### src/rtl/ram_arbiter_pkg.sv
// Shared types and constants for the feature/weight RAM arbiter.
package ram_arbiter_pkg;

  typedef enum logic [0:0] {
    ST_ARB    = 1'b0,
    ST_LOCKED = 1'b1
  } arb_state_e;

  localparam int RAM_ADDR_W = 18;
  localparam int RAM_DATA_W = 16;

  // Requester index width; a single-bit index is kept even for tiny configurations.
  function automatic int id_width(input int n);
    return (n <= 2) ? 1 : $clog2(n);
  endfunction

endpackage

### src/rtl/rr_priority_picker.sv
// Combinational round-robin picker: first set request at or above ptr_i, with wrap.
module rr_priority_picker
  import ram_arbiter_pkg::*;
#(
  parameter  int NUM_REQ = 3,
  localparam int IDW     = id_width(NUM_REQ)
) (
  input  logic [NUM_REQ-1:0] req_i,
  input  logic [IDW-1:0]     ptr_i,
  output logic [NUM_REQ-1:0] gnt_o,
  output logic [IDW-1:0]     idx_o
);

  logic [IDW:0]   sum_s;
  logic [IDW-1:0] cand_s;
  logic           found_s;

  // Scan NUM_REQ candidates starting at the pointer, keep the first requester.
  always_comb begin
    gnt_o   = '0;
    idx_o   = '0;
    found_s = 1'b0;
    sum_s   = '0;
    cand_s  = '0;
    for (int k = 0; k < NUM_REQ; k++) begin
      sum_s = {1'b0, ptr_i} + (IDW+1)'(k);
      if (sum_s >= (IDW+1)'(NUM_REQ)) begin
        sum_s = sum_s - (IDW+1)'(NUM_REQ);
      end else begin
        sum_s = sum_s;
      end
      cand_s = sum_s[IDW-1:0];
      if (!found_s && req_i[cand_s]) begin
        gnt_o[cand_s] = 1'b1;
        idx_o         = cand_s;
        found_s       = 1'b1;
      end else begin
        found_s = found_s;
      end
    end
  end

endmodule

### src/rtl/ram_arbiter.sv
// Round-robin arbiter sharing one single-port RAM, with locked bursts and tagged read return.
module ram_arbiter
  import ram_arbiter_pkg::*;
#(
  parameter  int NUM_REQ   = 3,
  parameter  int ADDR_W    = RAM_ADDR_W,
  parameter  int DATA_W    = RAM_DATA_W,
  parameter  int MAX_BURST = 16,
  localparam int IDW       = id_width(NUM_REQ)
) (
  input  logic                      clk,
  input  logic                      rst_n,
  input  logic [NUM_REQ-1:0]        req,
  input  logic [NUM_REQ-1:0]        lock,
  input  logic [NUM_REQ-1:0]        we,
  input  logic [NUM_REQ*ADDR_W-1:0] addr,
  input  logic [NUM_REQ*DATA_W-1:0] wdata,
  output logic [NUM_REQ-1:0]        gnt,
  output logic [DATA_W-1:0]         rdata,
  output logic                      rvalid,
  output logic [IDW-1:0]            rid,
  output logic [ADDR_W-1:0]         mem_addr,
  output logic [DATA_W-1:0]         mem_wdata,
  output logic                      mem_we,
  input  logic [DATA_W-1:0]         mem_rdata
);

  localparam int             BW         = $clog2(MAX_BURST + 1);
  localparam logic [BW-1:0]  BURST_LAST = BW'(MAX_BURST - 1);
  localparam bit             BURST_EN   = (MAX_BURST > 1);

  arb_state_e          state_q;
  logic [IDW-1:0]      rr_ptr_q;
  logic [IDW-1:0]      owner_q;
  logic [BW-1:0]       burst_cnt_q;
  logic [DATA_W-1:0]   rdata_q;
  logic                rvalid_q;
  logic [IDW-1:0]      rid_q;

  logic [NUM_REQ-1:0]  pick_gnt_s;
  logic [IDW-1:0]      pick_idx_s;
  logic [NUM_REQ-1:0]  gnt_s;
  logic [IDW-1:0]      gidx_s;
  logic                any_gnt_s;
  logic [IDW-1:0]      ptr_after_s;

  rr_priority_picker #(
    .NUM_REQ (NUM_REQ)
  ) u_picker (
    .req_i (req),
    .ptr_i (rr_ptr_q),
    .gnt_o (pick_gnt_s),
    .idx_o (pick_idx_s)
  );

  // Grant selection: free arbitration in ARB, owner-only while LOCKED.
  always_comb begin
    gnt_s  = '0;
    gidx_s = '0;
    if (state_q == ST_LOCKED) begin
      gnt_s[owner_q] = req[owner_q];
      gidx_s         = owner_q;
    end else begin
      gnt_s  = pick_gnt_s;
      gidx_s = pick_idx_s;
    end
    any_gnt_s = |gnt_s;
    if (gidx_s == IDW'(NUM_REQ - 1)) begin
      ptr_after_s = '0;
    end else begin
      ptr_after_s = gidx_s + IDW'(1);
    end
  end

  // RAM pin mux; writes are suppressed outright while reset is asserted.
  always_comb begin
    mem_addr  = '0;
    mem_wdata = '0;
    mem_we    = 1'b0;
    if (any_gnt_s) begin
      mem_addr  = addr[gidx_s*ADDR_W +: ADDR_W];
      mem_wdata = wdata[gidx_s*DATA_W +: DATA_W];
      mem_we    = we[gidx_s] & rst_n;
    end else begin
      mem_we    = 1'b0;
    end
  end

  // Arbitration FSM plus registered read return.
  always_ff @(posedge clk or negedge rst_n) begin
    if (!rst_n) begin
      state_q     <= ST_ARB;
      rr_ptr_q    <= '0;
      owner_q     <= '0;
      burst_cnt_q <= '0;
      rdata_q     <= '0;
      rvalid_q    <= 1'b0;
      rid_q       <= '0;
    end else begin
      if (any_gnt_s && !we[gidx_s]) begin
        rdata_q  <= mem_rdata;
        rid_q    <= gidx_s;
        rvalid_q <= 1'b1;
      end else begin
        rvalid_q <= 1'b0;
      end
      case (state_q)
        ST_ARB: begin
          if (any_gnt_s) begin
            if (BURST_EN && lock[gidx_s]) begin
              owner_q     <= gidx_s;
              burst_cnt_q <= BW'(1);
              state_q     <= ST_LOCKED;
            end else begin
              rr_ptr_q <= ptr_after_s;
            end
          end else begin
            state_q <= ST_ARB;
          end
        end
        ST_LOCKED: begin
          // Dropped request, final access, or burst cap all hand the pointer past the owner.
          if (!req[owner_q] || !lock[owner_q] || (burst_cnt_q == BURST_LAST)) begin
            state_q  <= ST_ARB;
            rr_ptr_q <= ptr_after_s;
          end else begin
            burst_cnt_q <= burst_cnt_q + BW'(1);
          end
        end
        default: begin
          state_q <= ST_ARB;
        end
      endcase
    end
  end

  assign gnt    = gnt_s;
  assign rdata  = rdata_q;
  assign rvalid = rvalid_q;
  assign rid    = rid_q;

endmodule
### config.mk
export PLATFORM = sky130hd
export DESIGN_NAME = ram_arbiter
export DESIGN_NICKNAME = d
export VERILOG_FILES = /design/src/rtl/ram_arbiter_pkg.sv /design/src/rtl/rr_priority_picker.sv /design/src/rtl/ram_arbiter.sv
export SDC_FILE = /design/constraint.sdc
export NUM_CORES = 1
export LEC_CHECK = 0
export CAP_MARGIN = 10
export CORE_UTILIZATION = 36
export CTS_CLUSTER_SIZE = 40
export DETAILED_ROUTE_END_ITERATION = 6
export GPL_TIMING_DRIVEN = 0
export PLACE_DENSITY = 0.81
export SLEW_MARGIN = 20
export SYNTH_ARGS = -nofsm -noshare
export SYNTH_HDL_FRONTEND = slang
export SYNTH_SLANG_ARGS = --single-unit
export TNS_END_PERCENT = 10
### constraint.sdc
create_clock -name clk -period 3.35 [get_ports clk]
set_input_delay 0.335 -clock clk [delete_from_list [all_inputs] [get_ports clk]]
set_output_delay 0.335 -clock clk [all_outputs]
set_load 0.03 [all_outputs]
==> results of run 1 <==
## registers in the layout (all words and copies together) (netlist names)
name,count
rid,2
state_q,1
rr_ptr_q,2
rdata,16
burst_cnt_q,5
owner_q,2
rvalid,1
## worst max-delay path, cell delays in order, from the launching register on
cell,delay [ns]
dfrtp_1,0.37
inv_1,0.07
ha_1,0.20
buf_6,0.14
nor2b_1,0.28
nor4_4,0.09
o31a_1,0.30
buf_6,0.14
buf_12,0.15
nor2_4,0.22
buf_6,0.19
a21oi_1,0.09
a21oi_1,0.15
buf_2,0.23
## logic make-up (layout without fill, tap and decap cells)
kind of cell | count (synthesis) | in the layout
compound gates | 107 | 107
simple gates | 82 | 82
mux | 62 | 62
buf+inv | 35 | 243
flops | 29 | 29
fa+ha+maj | 6 | 6
## timing repair
| action | in CTS | in global routing |
|---|---|---|
| pin swaps | 4 | 7 |
| buffers inserted | 7 | 8 |
| hold endpoints to repair | 0 | 0 |
| cloned | 0 | 2 |
| endpoints found under the setup margin | 36 | 36 |
| gates resized for setup | 142 | 95 |
## metrics by stage
stage	hold slack [ns]	cells	instance area, um2	total power (uW)
2_1_floorplan	0.0394	321	2740	4170
3_3_place_gp	0.489	603	4690	5890
3_5_place_dp	0.397	603	4690	5980
4_1_cts	0.0941	618	4860	6260
5_1_grt	0.131	628	4930	6870
6_report	0.0803	628	4930	6470
## layout make-up
| class | instances | area (um2) | share of cell area (%) |
|---|---|---|---|
| repair buffers | 200 | 1820 | 37.0 |
| clock inverters | 2 | 10.0 | 0.203 |
| clock buffers | 6 | 72.6 | 1.47 |
| inverters | 9 | 33.8 | 0.686 |
| multi-input cells | 257 | 1890 | 38.3 |
| flip-flops and latches | 29 | 726 | 14.7 |
| well taps | 99 | 124 | 2.51 |
| plain buffers | 26 | 250 | 5.08 |
## worst max-delay path by stage
| stage | startpoint | endpoint | slack, ns | cells after the start |
|---|---|---|---|---|
| global route | rr_ptr_q[0]$_DFFE_PN0P_ | mem_addr[0] | -0.04 | 13 |
| global placement | req[0] | mem_addr[14] | -0.62 | 11 |
| CTS | rr_ptr_q[0]$_DFFE_PN0P_ | mem_addr[7] | -0.1 | 12 |
| floorplan | rr_ptr_q[0]$_DFFE_PN0P_ | mem_addr[10] | 0.28 | 12 |
| finish | rr_ptr_q[0]$_DFFE_PN0P_ | mem_addr[14] | 0.12 | 13 |
| detailed placement | req[0] | mem_wdata[6] | -0.65 | 11 |
## report_power, final
part / switching, uW / internal (uW) / total [uW]
Clock: 127 / 143 / 271
Sequential: 116 / 531 / 646
Combinational: 3190 / 2360 / 5550
Total: 3430 / 3030 / 6470
## per-layer routing
layer | vias up | GRT usage [%]
li1 | 1582 | -
met1 | 1520 | 29.0
met2 | 141 | 45.7
met3 | 34 | 7.11
met4 | 0 | 13.4
met5 | - | 0
## synthesized netlist by cell type, types with 2 or more instances
| library cell | number |
|---|---|
| clkbuf_1 | 8 |
| inv_1 | 9 |
| a211oi_4 | 2 |
| o21ai_0 | 7 |
| mux2i_1 | 39 |
| o21a_1 | 3 |
| nand3_1 | 5 |
| nand3b_1 | 4 |
| mux2_4 | 10 |
| and3_1 | 3 |
| buf_4 | 3 |
| nand2_1 | 10 |
| a21oi_1 | 74 |
| a21o_1 | 2 |
| nor3_1 | 4 |
| nor2_1 | 42 |
| buf_2 | 10 |
| nand4b_1 | 2 |
| mux2_2 | 12 |
| nand2b_1 | 3 |
| dfrtp_1 | 29 |
| ha_1 | 6 |
| o31a_1 | 2 |
| nor2b_1 | 4 |
| buf_6 | 3 |
| a211o_1 | 2 |
==> flow_metrics.py, run 1 <==
metrics = {
    "floorplan": {
        "initial_core_util_pct": 37.6,
        "fp.dieArea_um2": 7960,
        "chipWidth_um": 89.2,
        "die_h_um": 89.2,
        "row_count": 31,
        "core_area_um2": 7290,
        "io_pins": 186,
    },
    "global_routing": {
        "grt_antenna_before_repair": 0,
        "grt_usage_pct": 26.1,
        "grt.overflow.total": 0,
        "grt_pass1_wl_um": 15900,
        "grt_max_degree": 31,
        "grt_pass1_vias": 3368,
    },
    "worst_setup_path": {
        "start_kind": "flip-flop",
        "rrSetupSlack_ns": 0.28,
        "critPathRequiredTime_ns": 3.01,
        "reg2reg_depth": 14,
        "cp_max_fo": 10,
        "r2r-end": "rdata[13]$_DFFE_PN0P_",
        "crit_path_end_kind": "primary output",
        "r2r_start": "rr_ptr_q[0]$_DFFE_PN0P_",
        "worstPathArrival_ns": 2.89,
        "worstSetupPathType": "flip-flop to primary output",
    },
    "clocking": {
        "clk_pin_slew_worst_paths_ns": 0.06,
        "clk_latency_ns": 0.28,
        "htree_levels": 2,
        "clock-sinks": 29,
        "cts-root-buf": "clkbuf_8",
        "cts_tree": "built",
        "cts_inserted_buffers": 5,
        "clk_path_buf_depth": 2,
        "cts_hold_buf": 0,
    },
    "timing": {
        "post-route-period-util_pct": 96.4,
        "relSlewSlack_pct": 55.9,
        "tightest_slew_ns": 0.656,
        "hold_viol": 0,
        "clock_skew_ns": 0.00514,
        "setup_ws_ns": 0.122,
        "slew_viol_final": 0,
        "rsz0062_at_grt": "yes",
        "max_freq_mhz": 310,
        "setup_viol": 0,
        "fin_tns_setup_ns": 0,
        "min_period_ns": 3.23,
    },
    "run": {
        "cap_viol_max_count": 0,
    },
    "synth": {
        "synth_mux_area_share_pct": 25.5,
        "syn_inst": 321,
        "synth_top_family_by_area": "multiplexers",
        "yosys.area_share.simple_pct": 14.0,
        "synth_cell_types": 49,
        "synthArstFlopShare_pct": 100,
        "synth_top_area_cell": "dfrtp_1",
        "synth_ff_type": "dfrtp_1",
        "synth.ff_latch_count": 29,
        "synth_area_per_cell_um2": 8.53,
        "synthTopCellsByArea": "dfrtp_1, mux2i_1, a21oi_1, nor2_1, mux2_4",
        "synth.cell_area_um2": 2740,
        "synthAdderAreaFrac_pct": 2.74,
        "ys.warnings.count": 0,
        "post-synth-top-area-fraction_pct": 26.5,
        "synth_fp_nets": 456,
        "synth_edf_count": 0,
        "synth-seq-area-share_pct": 26.5,
        "synth_compound_area_share_pct": 24.8,
        "synth-xor-area-share_pct": 0,
    },
    "detailed_routing": {
        "drc_errors": 0,
        "route.met3.wl_um": 754,
        "routedWlPerCell_um": 16.2,
        "dr.pass1.iters": 4,
        "vias_per_cell": 5.22,
        "routed.top_layer": "met4",
        "drt-initial-drc-count": 106,
        "dr_total_vias": 3277,
        "met1Wirelength_um": 4000,
        "met2WireLength_um": 5030,
        "wl_um": 10200,
        "ant_nets": 0,
    },
    "cells_and_area": {
        "final_common_cell": "clkdlybuf4s50_1",
        "num_antenna_cells": 0,
        "area_delta_synth_final_pct": 79.9,
        "final_cell_mix": "clkdlybuf4s50_1, a21oi_1, nor2_1",
        "nNetsFinal": 663,
        "utilization_pct": 67.6,
        "fillCellCount": 642,
        "drive_gt1_share_pct": 23.3,
    },
    "status": {
        "outcome": "complete, no violations",
    },
    "placement": {
        "hpwl_um": 7840,
        "io_buffers": 183,
        "place_congestion": 0.938,
        "preCtsSetupSlack_ns": -0.653,
    },
    "power_and_ir_drop": {
        "p_leak_uw": 0.00217,
        "peakVddDrop_uv": 892,
        "p_per_area_nw_per_um2": 1310,
    },
    "worst_hold_path": {
        "hp-class": "input pin to async pin",
    },
}
No activity file was read; power rests on OpenSTA's default activity.
==> run 2: changes to the inputs <==
==> constraint.sdc (replaced) <==
create_clock -name clk -period 3.35 [get_ports clk]
set_input_delay 0.335 -clock clk [delete_from_list [all_inputs] [get_ports clk]]
set_output_delay 0.335 -clock clk [all_outputs]
set_load 0.1 [all_outputs]
==> run 2 against run 1 <==
- sequential cell count did not move
- core utilization is 12 points higher
- non-clock buffer count unchanged
- cell area grew 18%
- critical endpoint is now mem_wdata[3]
==> flow_metrics.py, run 2 (same netlist as run 1, synthesis figures left out) <==
metrics = {
    "status": {
        "outcome": "complete, no violations",
    },
    "cells_and_area": {
        "utilization_pct": 79.6,
        "largest_register_ffs": 16,
        "nNetsFinal": 663,
        "final_common_cell": "clkdlybuf4s50_1",
        "area_delta_synth_final_pct": 112,
        "fillCellCount": 457,
        "num_antenna_cells": 0,
        "drive_gt1_share_pct": 35.7,
        "final_cell_mix": "clkdlybuf4s50_1, nor2_1, mux2i_1",
    },
    "clocking": {
        "htree_levels": 2,
        "clk_pin_slew_worst_paths_ns": 0.07,
        "clk_latency_ns": 0.29,
        "cts_hold_buf": 0,
        "clock-sinks": 29,
        "clk_path_buf_depth": 2,
        "cts_inserted_buffers": 5,
        "cts_tree": "built",
        "cts-root-buf": "clkbuf_8",
    },
    "floorplan": {
        "io_pins": 186,
        "fp.dieArea_um2": 7960,
        "chipWidth_um": 89.2,
        "initial_core_util_pct": 37.6,
        "core_area_um2": 7290,
        "die_h_um": 89.2,
        "row_count": 31,
    },
    "timing": {
        "setup_ws_ns": 0.0254,
        "setup_viol": 0,
        "relSlewSlack_pct": 32.2,
        "post-route-period-util_pct": 99.2,
        "max_freq_mhz": 301,
        "slew_viol_final": 0,
        "rsz0062_at_grt": "yes",
        "min_period_ns": 3.32,
        "clock_skew_ns": 0.00538,
        "tightest_slew_ns": 1.01,
        "hold_viol": 0,
    },
    "worst_setup_path": {
        "worstPathArrival_ns": 2.99,
        "critPathRequiredTime_ns": 3.01,
        "start_kind": "flip-flop",
        "cp_common_cell": "buf_12",
        "path_cells": "inv_1 -> ha_1 -> buf_6 -> nand3b_1 -> o31ai_2 -> o31a_1 -> buf_4 -> buf_12 -> buf_12 -> mux2i_2 -> nor2_2 -> a21oi_2 -> a21oi_4 -> buf_12",
        "crit_path_end_kind": "primary output",
        "worstSetupPathType": "flip-flop to primary output",
        "critPathMaxStageDelay_ns": 0.38,
        "cp_max_fo": 10,
        "rrSetupSlack_ns": 0.32,
        "cp_slowest_cell": "dfrtp_1",
    },
    "detailed_routing": {
        "dr.pass1.iters": 4,
        "drt-initial-drc-count": 83,
        "drc_errors": 0,
        "dr_total_vias": 3401,
        "routedWlPerCell_um": 20.1,
        "vias_per_cell": 5.42,
        "wl_um": 12600,
        "ant_nets": 0,
    },
    "global_routing": {
        "grt_pass1_wl_um": 16200,
        "grt.overflow.total": 0,
        "grt_usage_pct": 26.9,
        "grt_antenna_before_repair": 0,
        "grt_pass1_vias": 3328,
        "grt_max_degree": 31,
    },
    "placement": {
        "io_buffers": 183,
        "hpwl_um": 8720,
        "preCtsSetupSlack_ns": -1.22,
        "place_congestion": 0.924,
    },
    "run": {
        "cap_viol_max_count": 0,
    },
    "worst_hold_path": {
        "hp-class": "input pin to async pin",
    },
}
==> run 2: cell count changes in the layout (fill, tap and decap cells not counted), moves of 3 or more <==
cell / before / now
buf_8: 0 / 7
nor2_1: 41 / 35
a21oi_2: 0 / 23
buf_2: 26 / 6
buf_6: 11 / 8
clkbuf_2: 10 / 2
mux2i_2: 0 / 4
nor2_2: 0 / 6
buf_12: 3 / 27
mux2i_1: 38 / 34
a21oi_4: 0 / 30
a21oi_1: 74 / 21
==> run 2: metrics by stage <==
stage | hold WS, ns | setup TNS, ns | instances | area, um2
after floorplan | 0.0394 | -0.976 | 321 | 3120
after global placement | 0.490 | -38.96 | 603 | 5070
after detailed placement | 0.400 | -40.72 | 603 | 5070
after CTS | 0.0980 | -0.228 | 617 | 5390
after global routing | 0.130 | -0.853 | 628 | 5800
final | 0.0745 | 0 | 628 | 5800
==> run 2: repair_timing <==
action / CTS / global route
endpoints found under the setup margin: 38 / 37
gates resized for setup: 282 / 106
cloned: 0 / 0
pin swaps: 4 / 6
buffers inserted: 6 / 11
==> run 2: cell type report <==
type,count,area (um2),area share (%)
Multi-Input combinational cell,257,2350,40.4
Timing Repair Buffer,200,2200,37.9
Sequential cell,29,726,12.5
Buffer,26,262,4.51
Tap cell,99,124,2.13
Clock buffer,7,86.3,1.49
Inverter,9,33.8,0.582
Clock inverter,1,30.0,0.517
==> run 2: metal layers <==
metal	wire, um	GRT usage [%]
met1	4670	29.7
met2	6430	49.2
met3	1120	7.76
met4	414	9.24
met5	0	0
==> run 2: worst max-delay path, delay by kind of cell (launching register included) <==
family	cells	cell delay (ns)
buffers and inverters	6	0.86
AO/OA/AOI/OAI	4	0.73
flip-flops	1	0.38
adder cells (fa/ha/maj)	1	0.29
multiplexers	1	0.23
AND/OR/NAND/NOR	2	0.19
==> run 2: final timing paths <==
check / start / to / depth (start not counted)
worst min register to register: rid[0]$_DFFE_PN0P_ / rid[0]$_DFFE_PN0P_ / 1
worst max-delay path: rr_ptr_q[0]$_DFFE_PN0P_ / mem_wdata[3] / 14
max in group asynchronous: rst_n / rdata[6]$_DFFE_PN0P_ / 1
worst max register to register: rr_ptr_q[0]$_DFFE_PN0P_ / burst_cnt_q[3]$_DFFE_PN0P_ / 12
min in group clk: rid[0]$_DFFE_PN0P_ / rid[0]$_DFFE_PN0P_ / 1
worst min-delay path: rst_n / rdata[13]$_DFFE_PN0P_ / 1
Power of run 2 is left out: the tool's default activity adds up to more than one toggle a clock period on the data nets, which glitch-free logic cannot reach.
